<file path="src/rtl/fetch_ctrl_pkg.sv">
`default_nettype none
// ============================================================================
// Module      : fetch_ctrl_pkg
// Description : Shared state encodings and defaults for the fetch sequencer.
// Revision    : 1.0
// ============================================================================
package fetch_ctrl_pkg;

    typedef enum logic [1:0] {
        FETCH_ST_WAIT   = 2'd0,
        FETCH_ST_RUN    = 2'd1,
        FETCH_ST_BUBBLE = 2'd2
    } fetch_state_t;

    localparam int unsigned WAIT_CLK_COUNT = 4;

    function automatic logic [31:0] pc_plus4(input logic [31:0] pc);
        return pc + 32'd4;
    endfunction

endpackage
`default_nettype wire

</file>
<file path="src/rtl/fetch_ctrl_next_pc_calc.sv">
`default_nettype none
// ============================================================================
// Module      : next_pc_calc
// Description : Combinational branch/jump target; branch has priority over jump.
// Revision    : 1.0
// ============================================================================
module next_pc_calc (
    input  logic [31:0] i_dec_pc4,
    input  logic [31:0] i_offset,
    input  logic        i_branch,
    input  logic        i_jmp,
    output logic [31:0] o_target
);

    logic [31:0] w_branch_tgt;
    logic [31:0] w_jump_tgt;

    assign w_branch_tgt = i_dec_pc4 + {i_offset[29:0], 2'b00};
    assign w_jump_tgt   = {i_dec_pc4[31:28], i_offset[25:0], 2'b00};

    always_comb begin
        o_target = i_dec_pc4;
        if (i_branch) begin
            o_target = w_branch_tgt;
        end else if (i_jmp) begin
            o_target = w_jump_tgt;
        end
    end

endmodule
`default_nettype wire

</file>
<file path="src/rtl/fetch_ctrl.sv">
`default_nettype none
// ============================================================================
// Module      : fetch_ctrl
// Description : PC sequencer: start-up wait, valid/ready fetch, stall, redirect.
// Revision    : 1.0
// ============================================================================
module fetch_ctrl
    import fetch_ctrl_pkg::*;
#(
    parameter logic [31:0] RESET_PC    = 32'h0000_0000,
    parameter int unsigned WAIT_CYCLES = WAIT_CLK_COUNT,
    parameter bit          DELAY_SLOT  = 1'b0
) (
    input  logic        fetch_ctrl_clk,
    input  logic        fetch_ctrl_rst,
    input  logic        fetch_ctrl_stall,
    input  logic        fetch_ctrl_branch,
    input  logic        fetch_ctrl_jmp,
    input  logic [31:0] fetch_ctrl_offset_addr,
    input  logic        fetch_ctrl_imem_ready,
    output logic [31:0] fetch_ctrl_pc_out,
    output logic        fetch_ctrl_pc_valid,
    output logic        fetch_ctrl_flush,
    output logic [31:0] fetch_ctrl_fetch_count
);

    localparam logic [31:0] c_WAIT_LAST = 32'(WAIT_CYCLES - 1);

    fetch_state_t r_state;
    logic [31:0]  r_pc;
    logic [31:0]  r_dec_pc4;
    logic [31:0]  r_wait_cnt;
    logic [31:0]  r_fetch_count;
    logic         r_pc_valid;
    logic         r_flush;

    logic [31:0]  w_target;
    logic         w_accept;
    logic         w_redirect;

    assign w_accept   = r_pc_valid & fetch_ctrl_imem_ready & ~fetch_ctrl_stall;
    assign w_redirect = fetch_ctrl_branch | fetch_ctrl_jmp;

    next_pc_calc u_next_pc_calc (
        .i_dec_pc4 (r_dec_pc4),
        .i_offset  (fetch_ctrl_offset_addr),
        .i_branch  (fetch_ctrl_branch),
        .i_jmp     (fetch_ctrl_jmp),
        .o_target  (w_target)
    );

    always_ff @(posedge fetch_ctrl_clk) begin
        if (fetch_ctrl_rst) begin
            r_state       <= (WAIT_CYCLES > 0) ? FETCH_ST_WAIT : FETCH_ST_RUN;
            r_pc          <= RESET_PC;
            r_dec_pc4     <= pc_plus4(RESET_PC);
            r_wait_cnt    <= 32'd0;
            r_fetch_count <= 32'd0;
            r_pc_valid    <= 1'b0;
            r_flush       <= 1'b0;
        end else begin
            case (r_state)
                FETCH_ST_WAIT: begin
                    r_wait_cnt <= r_wait_cnt + 32'd1;
                    if (r_wait_cnt == c_WAIT_LAST) begin
                        r_state    <= FETCH_ST_RUN;
                        r_pc_valid <= 1'b1;
                    end
                end
                FETCH_ST_RUN: begin
                    if (w_accept) begin
                        r_dec_pc4     <= pc_plus4(r_pc);
                        r_fetch_count <= r_fetch_count + 32'd1;
                    end
                    // A redirect overrides both the stall hold and the sequential step.
                    if (w_redirect) begin
                        r_pc <= w_target;
                        if (DELAY_SLOT) begin
                            r_pc_valid <= 1'b1;
                            r_flush    <= 1'b0;
                        end else begin
                            r_state    <= FETCH_ST_BUBBLE;
                            r_pc_valid <= 1'b0;
                            r_flush    <= 1'b1;
                        end
                    end else begin
                        if (w_accept) begin
                            r_pc <= pc_plus4(r_pc);
                        end
                        r_pc_valid <= 1'b1;
                        r_flush    <= 1'b0;
                    end
                end
                FETCH_ST_BUBBLE: begin
                    r_state    <= FETCH_ST_RUN;
                    r_pc_valid <= 1'b1;
                    r_flush    <= 1'b0;
                end
                default: begin
                    r_state    <= FETCH_ST_RUN;
                    r_pc_valid <= 1'b0;
                    r_flush    <= 1'b0;
                end
            endcase
        end
    end

    assign fetch_ctrl_pc_out      = r_pc;
    assign fetch_ctrl_pc_valid    = r_pc_valid;
    assign fetch_ctrl_flush       = r_flush;
    assign fetch_ctrl_fetch_count = r_fetch_count;

endmodule
`default_nettype wire
</file>
<file path="config.mk">
export PLATFORM = sky130hd
export DESIGN_NAME = fetch_ctrl
export DESIGN_NICKNAME = d
export VERILOG_FILES = /design/src/rtl/fetch_ctrl_pkg.sv /design/src/rtl/fetch_ctrl_next_pc_calc.sv /design/src/rtl/fetch_ctrl.sv
export SDC_FILE = /design/constraint.sdc
export NUM_CORES = 1
export LEC_CHECK = 0
export CORE_ASPECT_RATIO = 1.2
export CORE_MARGIN = 4
export CORE_UTILIZATION = 57
export CTS_BUF_LIST = sky130_fd_sc_hd__clkbuf_8
export DETAILED_ROUTE_END_ITERATION = 10
export GPL_TIMING_DRIVEN = 0
export HOLD_SLACK_MARGIN = 0.15
export PLACE_DENSITY = 0.87
export SYNTH_ARGS = -nofsm -noshare
export SYNTH_HDL_FRONTEND = slang
export SYNTH_SLANG_ARGS = --single-unit
export TNS_END_PERCENT = 50
</file>
<file path="constraint.sdc">
create_clock -name fetch_ctrl_clk -period 3.6 [get_ports fetch_ctrl_clk]
set_clock_uncertainty 0.05 [all_clocks]
set_input_delay 0.54 -clock fetch_ctrl_clk [delete_from_list [all_inputs] [get_ports fetch_ctrl_clk]]
set_output_delay 0.54 -clock fetch_ctrl_clk [all_outputs]
set_load 0.01 [all_outputs]
</file>
==> impl_metrics.ini <==
[placed_design]
preCtsSetupSlack_ns = -0.258
dp_cells = 1229
portBuffers = 100
dpl.hpwl_mm = 16.9
post_dp_cell_area_mm2 = 0.00896
globalplace.congestion = 0.938

[grt]
grt_max_degree = 17
antenna_found_initial = 0
grt_pass1_wl_mm = 37.1
overflow = 0
grt_use_total = 0.300
grt_pass1_vias = 7515

[synthesis]
synthAdderAreaFrac = 0.0543
syn_avg_cell_area_um2 = 8.06
synth-main-ff-cell = dfxtp_1
synth_top_family_by_area = simple AND/OR/NAND/NOR gates
synth_cell_types = 73
synth_xor_area_frac = 0.105
ys_ff_latch = 132
synth_warnings = 0
synth-simple-area-share = 0.262
muxShareOfSynthArea = 0.0171
synth_area_mm2 = 0.00775
syn-num-nets = 1032
synth_compound_area_frac = 0.184
synth-edff-count = 0
async_reset_ff_frac = 0
syn_inst = 961
ys_seq_area_frac = 0.341

[sta]
tns_ns = 0
max_freq_mhz = 287
period_minus_slack_ns = 3.48
rsz0062_at_grt = no
slew_headroom = 0.326
hold_violations = 0
finalCritPeriodShare = 0.967
worst_slew_pin_slew_ns = 1.01
holdWs_ns = 0.424
worst_slack_ns = 0.119
setup_viol = 0
slew_viol_final = 0

[cells_and_area]
drive_above_1_share = 0.0540
multiInputGateArea_mm2 = 0.00482
final_util = 0.706
areaGrowthSynthToFinish_pct = 21.1
n_antenna_cell = 0
instances_no_fill = 1261
regArea_mm2 = 0.00264
fin_area_mm2 = 0.00938
fill_cells = 1032
fin_nets = 1151

[clocking]
insertion_delay_ns = 0.46
clk_pin_slew_worst_paths_ns = 0.08
cts_buffers = 17
cts_resized = 0
clock-root-buffer = clkbuf_8
postCtsSetupBuffers = 0
cts_tree = done
clock_sinks = 132
ctsHoldBuffers = 0
htreeDepth = 4
clock_path_buffers = 2

[detailed_routing]
ant_nets = 0
wirelength_mm = 23.2
drc_errors = 0
vias = 7846
wl_per_cell_um = 18.4
drt_pass1_iterations = 5
vias_per_cell = 6.22
drtIter0Drc = 780

[die]
die_area_mm2 = 0.0155
pin_count = 104
die_h_um = 136
core-area_mm2 = 0.0133
rows = 46
start_util = 0.583
die_x_um = 114

[power]
vdd_drop_max_mv = 0.457
leakage_nw = 3.48
p_total_mw = 3.94
power_density_mw_per_mm2 = 420

[critical_path]
cp_max_fo = 4
cp.buffers_inverters = 1
crit_chain = clkdlybuf4s50_1, ha_1, fa_1, a211oi_2, o21bai_1, a221oi_2, o21ai_1, a221o_1, a21oi_1, mux2i_1, o31a_1
critPathKind = in -> reg
arrival_ns = 3.79
crit_path_start_kind = input pin
setup.worst_path.end_class = flip-flop
reg2reg_depth = 10
slowest_delay_ns = 0.50
worst-path-stages = 11
crit_required_ns = 3.91
crit_family = compound AO/OA/AOI/OAI gates
r2r_slack_ns = 0.41
cp_slowest_cell = a221oi_2

[min_path]
hold_depth = 2
hp-class = reg -> reg

[run]
maxCapViolations = 0

[run_status]
status = complete, no violations
-- cell type report --
type	instances	area share
Timing Repair Buffer	100	0.107
Clock buffer	18	0.0264
Buffer	46	0.0235
Clock inverter	14	0.0191
Sequential cell	132	0.282
Tap cell	168	0.0224
Inverter	17	0.00680
Multi-Input combinational cell	766	0.514
-- logic make-up (layout without fill, tap and decap cells) --
family,after synthesis,count (layout)
buf+inv,63,195
simple gates,416,416
xor+xnor,93,93
fa+ha+maj,33,33
mux,13,13
compound gates,211,211
flops,132,132
-- report_power, final --
group | internal (mW) | switching (mW)
combinational | 0.404 | 0.486
clock | 0.710 | 0.629
sequential | 1.56 | 0.149
-- synth_stat cells (all sizes together) (19+ instances only) --
| master | instances | area (um2) |
|---|---|---|
| nor2 | 164 | 621 |
| dfxtp | 132 | 2640 |
| nand2 | 73 | 274 |
| a21oi | 52 | 264 |
| xnor2 | 49 | 429 |
| nor3 | 46 | 240 |
| xor2 | 44 | 385 |
| a211oi | 43 | 338 |
| o21ai | 41 | 205 |
| clkbuf | 38 | 153 |
| ha | 32 | 400 |
| nand3 | 23 | 115 |
| nand4 | 23 | 156 |
| and3 | 19 | 119 |
-- routing by layer --
| layer | GRT usage | vias up | wire length [um] |
|---|---|---|---|
| met4 | 0.134 | 0 | 920 |
| met1 | 0.383 | 3641 | 9430 |
| met3 | 0.0675 | 77 | 2260 |
| li1 | - | 3692 | - |
| met5 | 0 | - | 0 |
| met2 | 0.483 | 436 | 10600 |
-- worst min-delay path, cell delays in order (launching register included) --
cell and delay (ns):
dfxtp_1 0.32, nand2_1 0.05, a21oi_1 0.06
-- path summary, 6_finish.rpt --
check | start | end
min | r_dec_pc4[1] | r_dec_pc4[1]
max reg2reg | r_dec_pc4[2] | fetch_ctrl_pc_out[20]
max | fetch_ctrl_offset_addr[0] | fetch_ctrl_pc_out[20]
min reg2reg | r_dec_pc4[1] | r_dec_pc4[1]
-- state kept, by name (all words and copies together), names as in the netlist --
signal                  flops
fetch_ctrl_fetch_count     32
fetch_ctrl_pc_out          32
r_state                     2
fetch_ctrl_flush            1
r_wait_cnt                 32
r_dec_pc4                  32
fetch_ctrl_pc_valid         1
-- cell usage in the layout, fill, tap and decap left out, drive strengths merged, types with 23 or more instances in the layout --
cell type	n
nand2	73
nand4	23
o21ai	41
a21oi	52
nor2	164
xor2	44
a211oi	43
clkdlybuf4s50	100
ha	32
dfxtp	132
nor3	46
xnor2	49
nand3	23
clkbuf	56
Power figures use the tool's default switching activity.
